**src/rtl/dino_game_state_pkg.sv**
```systemverilog
// Shared state encoding, default playfield geometry and BCD helpers for the
// dino game blocks (generator, state controller, renderer).
package dino_game_state_pkg;

    typedef enum logic [1:0] {
        ST_IDLE = 2'd0,
        ST_RUN  = 2'd1,
        ST_HIT  = 2'd2,
        ST_OVER = 2'd3
    } state_t;

    localparam int DEF_DINO_X    = 80;
    localparam int DEF_DINO_W    = 20;
    localparam int DEF_DINO_H    = 22;
    localparam int DEF_OBST_W    = 15;
    localparam int DEF_OBST_H    = 30;
    localparam int DEF_GROUND_Y  = 400;
    localparam int DEF_SCORE_DIV = 6;
    localparam int DEF_HIT_TICKS = 30;

    localparam logic [15:0] BCD_MAX = 16'h9999;

    // Four-digit BCD increment with per-digit carry; sticks at 9999.
    function automatic logic [15:0] bcd_inc(input logic [15:0] v);
        logic [15:0] r;
        logic        c;
        r = v;
        c = 1'b1;
        if (v == BCD_MAX) begin
            return v;
        end
        for (int unsigned i = 0; i < 4; i++) begin
            if (c) begin
                if (r[4*i +: 4] == 4'd9) begin
                    r[4*i +: 4] = 4'd0;
                end else begin
                    r[4*i +: 4] = r[4*i +: 4] + 4'd1;
                    c = 1'b0;
                end
            end
        end
        return r;
    endfunction

endpackage

```
**src/rtl/dino_game_state_bcd_counter4.sv**
```systemverilog
// Four-digit BCD counter: synchronous clear, increment enable, saturates at 9999.
module bcd_counter4
    import dino_game_state_pkg::*;
(
    input  logic        i_clk,
    input  logic        i_rst_n,
    input  logic        i_clr,
    input  logic        i_inc,
    output logic [15:0] o_bcd
);

    logic [15:0] r_bcd;

    always_ff @(posedge i_clk) begin
        if (!i_rst_n || i_clr) begin
            r_bcd <= '0;
        end else if (i_inc) begin
            r_bcd <= bcd_inc(r_bcd);
        end
    end

    assign o_bcd = r_bcd;

endmodule

```
**src/rtl/dino_game_state.sv**
```systemverilog
// Game-state controller: collision detection, IDLE/RUN/HIT/OVER sequencing,
// BCD score / high score, and the gated tick + reset back to the obstacle generator.
module dino_game_state
    import dino_game_state_pkg::*;
#(
    parameter int DINO_X    = DEF_DINO_X,
    parameter int DINO_W    = DEF_DINO_W,
    parameter int DINO_H    = DEF_DINO_H,
    parameter int OBST_W    = DEF_OBST_W,
    parameter int OBST_H    = DEF_OBST_H,
    parameter int GROUND_Y  = DEF_GROUND_Y,
    parameter int SCORE_DIV = DEF_SCORE_DIV,
    parameter int HIT_TICKS = DEF_HIT_TICKS
) (
    input  logic        clk,
    input  logic        rst_n,
    input  logic        game_tick,
    input  logic        start_btn,
    input  logic [9:0]  dino_y,
    input  logic [9:0]  obstacle_x1,
    input  logic [9:0]  obstacle_x2,
    output logic        run_tick,
    output logic        obs_rst,
    output logic        game_over,
    output logic        hit_flash,
    output logic [15:0] score_bcd,
    output logic [15:0] hi_score_bcd
);

    localparam int DIV_W = $clog2(SCORE_DIV + 1);
    localparam int HIT_W = ($clog2(HIT_TICKS + 1) < 3) ? 3 : $clog2(HIT_TICKS + 1);

    localparam logic [10:0] X_LO  = 11'(DINO_X);
    localparam logic [10:0] X_HI  = 11'(DINO_X + DINO_W);
    localparam logic [10:0] OW    = 11'(OBST_W);
    localparam logic [10:0] DH    = 11'(DINO_H);
    localparam logic [10:0] Y_TOP = 11'(GROUND_Y - OBST_H);

    state_t             r_state, w_state_next;
    logic               r_start_q, r_start_prev;
    logic               w_start_rise;
    logic [DIV_W-1:0]   r_div, w_div_next;
    logic [HIT_W-1:0]   r_hit_cnt, w_hit_cnt_next;
    logic               w_vert, w_hit1, w_hit2, w_collide;
    logic               w_score_clr, w_score_inc;
    logic               r_obs_rst, r_game_over, r_hit_flash;
    logic [15:0]        r_hi_score, w_score;

    assign w_start_rise = r_start_q && !r_start_prev;

    // 11-bit sums so obstacles near x=1023 cannot wrap into a false overlap.
    assign w_vert    = ({1'b0, dino_y} + DH) > Y_TOP;
    assign w_hit1    = ({1'b0, obstacle_x1} < X_HI) && (({1'b0, obstacle_x1} + OW) > X_LO);
    assign w_hit2    = ({1'b0, obstacle_x2} < X_HI) && (({1'b0, obstacle_x2} + OW) > X_LO);
    assign w_collide = w_vert && (w_hit1 || w_hit2);

    always_comb begin
        w_state_next   = r_state;
        w_div_next     = r_div;
        w_hit_cnt_next = r_hit_cnt;
        w_score_inc    = 1'b0;
        case (r_state)
            ST_IDLE: begin
                w_div_next = '0;
                if (w_start_rise) w_state_next = ST_RUN;
            end
            ST_RUN: begin
                if (game_tick) begin
                    if (w_collide) begin
                        w_state_next   = ST_HIT;
                        w_hit_cnt_next = '0;
                    end else if (r_div == DIV_W'(SCORE_DIV - 1)) begin
                        w_div_next  = '0;
                        w_score_inc = 1'b1;
                    end else begin
                        w_div_next = r_div + 1'b1;
                    end
                end
            end
            ST_HIT: begin
                if (game_tick) begin
                    if (r_hit_cnt == HIT_W'(HIT_TICKS - 1)) begin
                        w_state_next = ST_OVER;
                    end else begin
                        w_hit_cnt_next = r_hit_cnt + 1'b1;
                    end
                end
            end
            ST_OVER: begin
                if (w_start_rise) w_state_next = ST_IDLE;
            end
            default: w_state_next = ST_IDLE;
        endcase
    end

    // Clearing on entry as well keeps the score at 0 for the whole IDLE stay.
    assign w_score_clr = (r_state == ST_IDLE) || (w_state_next == ST_IDLE);

    always_ff @(posedge clk) begin
        if (!rst_n) begin
            r_state      <= ST_IDLE;
            r_start_q    <= 1'b0;
            r_start_prev <= 1'b0;
            r_div        <= '0;
            r_hit_cnt    <= '0;
            r_obs_rst    <= 1'b1;
            r_game_over  <= 1'b0;
            r_hit_flash  <= 1'b0;
            r_hi_score   <= '0;
        end else begin
            r_state      <= w_state_next;
            r_start_q    <= start_btn;
            r_start_prev <= r_start_q;
            r_div        <= w_div_next;
            r_hit_cnt    <= w_hit_cnt_next;
            r_obs_rst    <= (w_state_next == ST_IDLE);
            r_game_over  <= (w_state_next == ST_OVER);
            r_hit_flash  <= (w_state_next == ST_HIT) && w_hit_cnt_next[2];
            if ((r_state == ST_HIT) && (w_state_next == ST_OVER) && (w_score > r_hi_score)) begin
                r_hi_score <= w_score;
            end
        end
    end

    bcd_counter4 u_score (
        .i_clk   (clk),
        .i_rst_n (rst_n),
        .i_clr   (w_score_clr),
        .i_inc   (w_score_inc),
        .o_bcd   (w_score)
    );

    assign run_tick     = game_tick && (r_state == ST_RUN);
    assign obs_rst      = r_obs_rst;
    assign game_over    = r_game_over;
    assign hit_flash    = r_hit_flash;
    assign score_bcd    = w_score;
    assign hi_score_bcd = r_hi_score;

endmodule

```
**config.mk**
```make
export PLATFORM = sky130hd
export DESIGN_NAME = dino_game_state
export DESIGN_NICKNAME = d
export VERILOG_FILES = /design/src/rtl/dino_game_state_pkg.sv /design/src/rtl/dino_game_state_bcd_counter4.sv /design/src/rtl/dino_game_state.sv
export SDC_FILE = /design/constraint.sdc
export NUM_CORES = 1
export LEC_CHECK = 0
export ABC_AREA = 1
export CAP_MARGIN = 0
export CELL_PAD_IN_SITES_DETAIL_PLACEMENT = 0
export CELL_PAD_IN_SITES_GLOBAL_PLACEMENT = 1
export CORE_MARGIN = 4
export CORE_UTILIZATION = 36
export CTS_CLUSTER_DIAMETER = 200
export CTS_CLUSTER_SIZE = 25
export DETAILED_ROUTE_END_ITERATION = 7
export GPL_ROUTABILITY_DRIVEN = 0
export PLACE_DENSITY = 0.81
export SKIP_CTS_REPAIR_TIMING = 1
export SYNTH_ARGS = -nofsm -noshare
export SYNTH_HDL_FRONTEND = slang
export SYNTH_SLANG_ARGS = --single-unit
```
**constraint.sdc**
```tcl
create_clock -name clk -period 2.4 [get_ports clk]
set_input_delay 0.36 -clock clk [delete_from_list [all_inputs] [get_ports clk]]
set_output_delay 0.36 -clock clk [all_outputs]
set_load 0.05 [all_outputs]
```
==> metrics.md, run 1 <==
| Metric | Value |
|---|---|
| Ys Warns | `0` |
| Worst Skew | `0.00781 ns` |
| Die ar. | `slightly above 10000 um2` |
| Post-route antenna net violation count | `0` |
| Port Buffers | `67` |
| Seq cells post-synth | `47` |
| Busiest grt layer | `met2` |
| Net Count, Synth | `520` |
| Starting Density | `between 30% and 40%` |
| WP data required | `roughly 2.6 ns` |
| Slew Viols, Final | `0` |
| # fillers | `842` |
| First-pass GRT wire length | `~14000 um` |
| Minimum clock period | `around 2.2 ns` |
| Layout cells sized above 1 | `a little under a fifth` |
| # DRC | `0` |
| Worst-Skew Late Latency | `around 0.3 ns` |
| Peak fanout along the critical path | `16` |
| CP cell instances | `inv_1 -> ha_1 -> nand2_1 -> o21ai_0 -> a21oi_1 -> o21ai_2 -> nand2_1 -> a21oi_4 -> buf_12 -> nand4_1 -> nand2_1 -> nor2_1` |
| Pin count of the biggest net entering global routing | `18` |
| I/O Pins | `70` |
| Worst setup EP type | `register` |
| Max-cap violations | `0` |
| Slowest stage delay, CP | `approximately 0.36 ns` |
| Antenna violations before repair | `0` |
| Final setup fails | `0` |
| Kind of critical path | `reg2reg` |
| WL per Instance | `12.5 um` |
| Final Cell Area | `4450 um2` |
| Maximum clock frequency | `457 MHz` |
| Drt initial violations | `roughly 150` |
| Worst-path clk slew | `0.08 ns` |
| Slew HR | `between 60% and 70%` |
| Outcome | `finished clean` |
| CTS max path bufs | `2` |
| Worst hold-check path type | `reg2reg` |
| Register-to-register setup slack | `0.21 ns` |
| Clk sinks | `47` |
| Die Wd | `roughly 100 um` |
| Final cell count without fillers | `672` |
| ANT cells | `0` |
| Htree depth | `2` |
| Power per cell area | `approximately 640 nW/um2` |
| Peak supply drop | `about 0.6 mV` |
| Nets | `626` |
| Seq/Total Area, Yosys | `between 20% and 30%` |
| Critical path data arrival time | `~2.4 ns` |
| Crit path launch type | `register` |
| Die height | `between 100 and 150 um` |
| Clk Tree Root Cell | `clkbuf_8` |
| Final Cycle Share | `about nine tenths` |
| Vias | `about 3.2k` |
| Final wirelength | `8430 um` |
| Area Growth Syn to Fin | `41.6%` |
| Post-place instance area | `roughly 4200 um2` |
| Pleak | `roughly 1.8 nW` |
| Rows | `33` |
| Global Route met2 Usage | `about 26%` |
| Cell count after synthesis | `roughly 460` |
| DPL Wire Length | `between 6000 and 7000 um` |
| Slowest CP cell | `dfxtp_1` |
| Most used cell, CP | `nand2_1` |
| Number of global-route vias before repair | `2951` |
| RSZ-0062 raised after global routing | `false` |
| Post-synthesis cell area | `3140 um2` |
| Final hold vios | `0` |
| Met3 GRT Util | `about 2.3%` |
| Core region area | `roughly 8300 um2` |
| All-Layer GR Usage | `16.4%` |
| Slew @ Worst Pin | `about 0.52 ns` |
| CTS Buf Count | `5` |
| Drt first pass iters | `4` |
| Avg Cell Area, Syn | `6.80 um2` |
| CTS tree | `built` |
| GR Overflow Total | `0` |
| Number of library cell types mapped by synthesis | `37` |
| Dpl cells | `659` |
| DR vias/cell | `between 4 and 5` |
| Met1 GRT Util | `24.0%` |
==> flip-flops by register name, summed over array words and instances, names as in the netlist <==
name / count
obs_rst: 1
hit_flash: 1
r_state: 2
u_score.o_bcd: 16
r_start_prev: 1
hi_score_bcd: 16
r_hit_cnt: 5
r_div: 3
r_start_q: 1
game_over: 1
==> logic make-up (layout without fill, tap and decap cells) <==
kind of cell / Yosys count / after routing / share of synthesized area, %
flops: 47 / 47 / 30.0
simple gates: 236 / 238 / 36.5
fa+ha+maj: 24 / 24 / 9.56
buf+inv: 85 / 188 / 10.7
xor+xnor: 9 / 9 / 2.51
compound gates: 61 / 61 / 10.8
==> power breakdown <==
group          internal, mW  leakage, nW  switching [mW]  total, mW
clock                 0.194       0.0361           0.256      0.450
sequential            0.825        0.385          0.0381      0.864
combinational         0.554         1.41           0.969       1.52
total                  1.57         1.84            1.26       2.84
==> path summary, 6_finish.rpt <==
| check | startpoint | to | depth (start not counted) |
|---|---|---|---|
| max | hi_score_bcd[7]$_SDFFE_PN0P_ | hi_score_bcd[14]$_SDFFE_PN0P_ | 12 |
| min reg2reg | r_start_q$_SDFF_PN0_ | r_start_prev$_SDFF_PN0_ | 2 |
| max reg2reg | hi_score_bcd[7]$_SDFFE_PN0P_ | hi_score_bcd[14]$_SDFFE_PN0P_ | 12 |
| min | r_start_q$_SDFF_PN0_ | r_start_prev$_SDFF_PN0_ | 2 |
==> cell usage after synthesis <==
cell,number,area [um2]
nor2_8,1,20.0
buf_2,2,10.0
buf_1,1,3.75
nor2_1,75,282
nor2_2,10,62.6
nand3b_1,2,15.0
a21boi_0,1,7.51
or3_1,1,6.26
ha_1,24,300
nand2_2,6,37.5
a31oi_1,1,6.26
o21ai_0,18,90.1
a211oi_1,2,15.0
nand4_1,19,119
nand2_4,4,45.0
a311oi_1,1,8.76
nand3_1,18,90.1
dfxtp_1,47,941
o31ai_1,1,7.51
nand3_2,3,30.0
nor4_1,3,18.8
nand3_4,2,35.0
nand2_1,77,289
o21ai_1,5,25.0
a21oi_1,29,145
o211ai_1,1,7.51
buf_6,2,22.5
xor2_1,9,78.8
inv_1,76,285
o21ai_2,1,8.76
clkinv_1,1,3.75
nor3b_1,3,22.5
clkbuf_1,3,11.3
nor2_4,2,22.5
nor3_1,9,45.0
or2_2,1,6.26
a21oi_4,1,16.3
==> layout make-up <==
| cell class | instances | area [um2] | share of cell area [%] |
|---|---|---|---|
| Clock buffer | 5 | 68.8 | 1.55 |
| Clock inverter | 1 | 7.51 | 0.169 |
| Inverter | 77 | 289 | 6.50 |
| Multi-Input combinational cell | 332 | 2000 | 44.9 |
| Sequential cell | 47 | 952 | 21.4 |
| Tap cell | 105 | 131 | 2.95 |
| Timing Repair Buffer | 105 | 1000 | 22.5 |
==> routing by layer <==
metal  wire, um  part of all wire (%)
met1       4210                    50
met2       3870                    46
met3        240                   2.8
met4        106                   1.3
met5          0                     0
==> per-stage QoR <==
stage | util [%] | worst slack [ns] | hold slack [ns] | setup TNS, ns | power, mW
2_1_floorplan | - | 0.0111 | 0.407 | 0 | 1.67
3_3_place_gp | 50.1 | -0.359 | 0.414 | -12.17 | 2.13
3_5_place_dp | 50.1 | -0.376 | 0.424 | -13.14 | 2.15
4_1_cts | 51.0 | -0.0721 | 0.436 | -1.36 | 2.60
5_1_grt | 53.3 | 0.00520 | 0.459 | 0 | 3.03
6_report | 53.3 | 0.213 | 0.432 | 0 | 2.84
==> placed cells by master, fill, tap and decap left out, types with 2 or more instances in the layout <==
cell              n
o21ai_2           2
a21oi_2           3
a211oi_1          2
nor2_2           11
nand3_1          16
inv_1            74
dfxtp_1          38
nand2_8           2
nand2_4           6
inv_2             2
clkdlybuf4s50_1  63
nand3_2           4
nor3b_1           3
nand3_4           4
xor2_1            9
o21ai_1           6
nand4_1          19
buf_12            3
buf_4            35
dlymetal6s2s_1    3
nor4_1            3
a21oi_1          26
nand2_2           6
ha_1             23
clkbuf_8          5
nand3b_1          2
dfxtp_2           9
nand2_1          73
nor3_1            9
nor2_1           72
nor2_4            5
o21ai_0          16
==> worst max-delay path, delay by kind of cell (launching register included) <==
kind                     cells  cell delay (ns)
AO/OA/AOI/OAI                4             0.78
adder cells (fa/ha/maj)      1             0.28
buffers and inverters        2             0.21
flip-flops                   1             0.36
AND/OR/NAND/NOR              5             0.44
No activity file was read; power rests on OpenSTA's default activity.
==> inputs of run 2 (changes only) <==
--- a/config.mk
+++ b/config.mk
@@ -10,12 +10,12 @@
 export CELL_PAD_IN_SITES_DETAIL_PLACEMENT = 0
 export CELL_PAD_IN_SITES_GLOBAL_PLACEMENT = 1
 export CORE_MARGIN = 4
-export CORE_UTILIZATION = 36
+export CORE_UTILIZATION = 32
 export CTS_CLUSTER_DIAMETER = 200
 export CTS_CLUSTER_SIZE = 25
 export DETAILED_ROUTE_END_ITERATION = 7
 export GPL_ROUTABILITY_DRIVEN = 0
-export PLACE_DENSITY = 0.81
+export PLACE_DENSITY = 0.76
 export SKIP_CTS_REPAIR_TIMING = 1
 export SYNTH_ARGS = -nofsm -noshare
 export SYNTH_HDL_FRONTEND = slang
==> constraint.sdc (replaced) <==
create_clock -name clk -period 2 [get_ports clk]
set_input_delay 0.3 -clock clk [delete_from_list [all_inputs] [get_ports clk]]
set_output_delay 0.3 -clock clk [all_outputs]
set_load 0.05 [all_outputs]
==> run 2 against run 1 <==
  * The flow now finishes with violations (setup timing)
  * Clock skew is 0.0034 ns higher
  * Non-clock buffer count is 17 higher
  * Die area is 11% higher
  * Maximum frequency is 9.3% higher
  * Worst setup slack worse by 0.21 ns
  * First-iteration DRC count is 42% lower
  * Routed wire length is 1.4% higher
  * Sequential power is 18% higher
  * Final cell count is 6.1% higher
  * Flip-flop and latch count stayed put
  * Register-to-register slack worse by 0.21 ns
  * Critical endpoint is now hi_score_bcd[7]$_SDFFE_PN0P_
==> metrics.md, run 2 (synthesized netlist as in run 1, its figures left out) <==
| Metric | Value |
|---|---|
| Outcome | `finished, violations left` |
| Failing checks | `setup timing` |
| Kind of critical path | `reg2reg` |
| ANT cells | `0 (unchanged)` |
| Nets | `641 (+2.4%)` |
| Clk pwr share | `19.5% (+3.6 points)` |
| Peak supply drop | `0.577 mV (-4.2%)` |
| Switch Pwr | `1.42 mW (+13%)` |
| Worst hold-check path type | `reg2reg` |
| Top Layer Used | `met4` |
| Drt first pass iters | `4 (unchanged)` |
| Pleak | `2.03 nW (+11%)` |
| Final setup fails | `1 (+1)` |
| All-Layer GR Usage | `15.0% (-1.4 points)` |
| TNS Setup | `-0.000579 ns (-0.000579 ns)` |
| WL per Instance | `12.0 um (-4.5%)` |
| Die height | `107 um (+5.6%)` |
| Most frequent cells in the layout | `nand2_1 (67), nor2_1 (67), inv_1 (65)` |
| Cell Int Power | `2.13 mW (+35%)` |
| Worst Skew | `0.0112 ns (+0.00336 ns)` |
| Worst setup EP type | `register` |
| Die Wd | `107 um (+5.6%)` |
| Starting Density | `33.4% (-4.3 points)` |
| Peak fanout along the critical path | `8 (-8)` |
| Final hold vios | `0 (unchanged)` |
| Max-cap violations | `0 (unchanged)` |
| Htree depth | `2 (unchanged)` |
| GR Overflow Total | `0 (unchanged)` |
| Critical path data arrival time | `2.20 ns (-0.19 ns)` |
| Clk sinks | `47 (unchanged)` |
| Slew HR | `65.7% (+0.73 points)` |
| Post-layout util | `52.3% (-1.1 points)` |
| Vias | `3255 (+1.6%)` |
| Power per cell area | `722 nW/um2 (+13%)` |
| Maximum clock frequency | `500 MHz (+9.3%)` |
| Hold slack final | `0.428 ns (-0.00494 ns)` |
| Dpl cells | `698 (+5.9%)` |
| Combinational Power Share | `51.9% (-1.8 points)` |
| WP data required | `2.20 ns (-0.40 ns)` |
| Port Buffers | `67 (unchanged)` |
| Slew @ Worst Pin | `0.512 ns (-0.0109 ns)` |
| # DRC | `0 (unchanged)` |
| Final Cell Area | `4920 um2 (+11%)` |
| Rows | `35 (+6.1%)` |
| Post-place instance area | `4430 um2 (+6.1%)` |
| Sequential fraction of design power | `28.6% (-1.8 points)` |
| Post-route antenna net violation count | `0 (unchanged)` |
| Place WS | `-0.872 ns (-0.496 ns)` |
| First-pass GRT wire length | `14200 um (+3.9%)` |
| Final Cycle Share | `100% (+8.9 points)` |
| Worst-Skew Late Latency | `0.30 ns (about the same)` |
| Sw frac | `40.0% (-4.5 points)` |
| RSZ-0062 raised after global routing | `true` |
| Final wirelength | `8550 um (+1.4%)` |
| Number of global-route vias before repair | `3193 (+8.2%)` |
| Worst-path clk slew | `0.09 ns (about the same)` |
| CTS Buf Count | `5 (unchanged)` |
| Crit path launch type | `register` |
| CTS tree | `built` |
| Area Growth Syn to Fin | `56.7%` |
| DPL Wire Length | `6660 um (+3.5%)` |
| Final WS setup | `-0.000579 ns (-0.214 ns)` |
| Antenna violations before repair | `0 (unchanged)` |
| DR vias/cell | `4.57 (-4.3%)` |
| Final Total Pwr | `3.55 mW (+25%)` |
| Minimum clock period | `2.00 ns (-0.186 ns)` |
| Slew Viols, Final | `0 (unchanged)` |
| CTS max path bufs | `2 (unchanged)` |
| Core region area | `9420 um2 (+13%)` |
| Final cell count without fillers | `713 (+6.1%)` |
| Met3 wire length | `317 um (+32%)` |
| Clk Tree Root Cell | `clkbuf_8` |
| Layout cells sized above 1 | `30.5% (+12 points)` |
| Drt initial violations | `87 (-42%)` |
| Pin count of the biggest net entering global routing | `18 (unchanged)` |
| Met1 wire length | `4090 um (-2.8%)` |
| I/O Pins | `70 (unchanged)` |
| Die ar. | `11500 um2 (+11%)` |
| Met2 wire length | `4070 um (+5.1%)` |
## run 2: changes by cell type in the layout (fill, tap and decap cells not counted), moves of 9 or more
cell	delta
buf_4	+10
dfxtp_1	-22
dfxtp_2	+14
inv_1	-9
## run 2: power by group through the flow
| stage | sequential [mW] | clock (mW) | combinational [mW] |
|---|---|---|---|
| finish | 1.02 | 0.692 | 1.84 |
| global route | 1.03 | 0.764 | 2.00 |
| CTS | 1.02 | 0.731 | 1.59 |
| detailed placement | 1.04 | 0 | 1.59 |
| global placement | 1.04 | 0 | 1.58 |
| floorplan | 1.09 | 0 | 0.910 |
## run 2: metal layers
metal  track usage [%]  vias to the layer above
li1                  -                     1732
met1              19.5                     1465
met2              25.6                       54
met3              2.77                        4
met4              3.74                        0
met5                 0                        -
## run 2: path summary, 6_finish.rpt
check                                                   start                      endpoint  slack, ns  cells past startpoint
worst max register to register  hi_score_bcd[11]$_SDFFE_PN0P_  hi_score_bcd[7]$_SDFFE_PN0P_    -0.0006                     11
worst min register to register           r_start_q$_SDFF_PN0_       r_start_prev$_SDFF_PN0_       0.43                      2
worst min-delay path                     r_start_q$_SDFF_PN0_       r_start_prev$_SDFF_PN0_       0.43                      2
worst max-delay path            hi_score_bcd[11]$_SDFFE_PN0P_  hi_score_bcd[7]$_SDFFE_PN0P_    -0.0006                     11
## run 2: final cells by class
class / instances / area [um2]
inverter: 77 / 307
clock buffer: 7 / 76.3
timing repair buffer: 122 / 1210
sequential: 47 / 1000
clock inverter: 1 / 30.0
tap: 129 / 161
multi-input combinational: 330 / 2140
fill: 910 / 4500
## run 2: worst max-delay path, stage by stage, from the launching register on
cell and delay (ns):
dfxtp_4 0.36, inv_2 0.04, ha_4 0.25, nand4_1 0.14, or3_1 0.35, o21ai_2 0.17
nand2_2 0.09, a21oi_4 0.16, buf_6 0.16, nand4_1 0.08, nand2_1 0.07, nor2_1 0.04
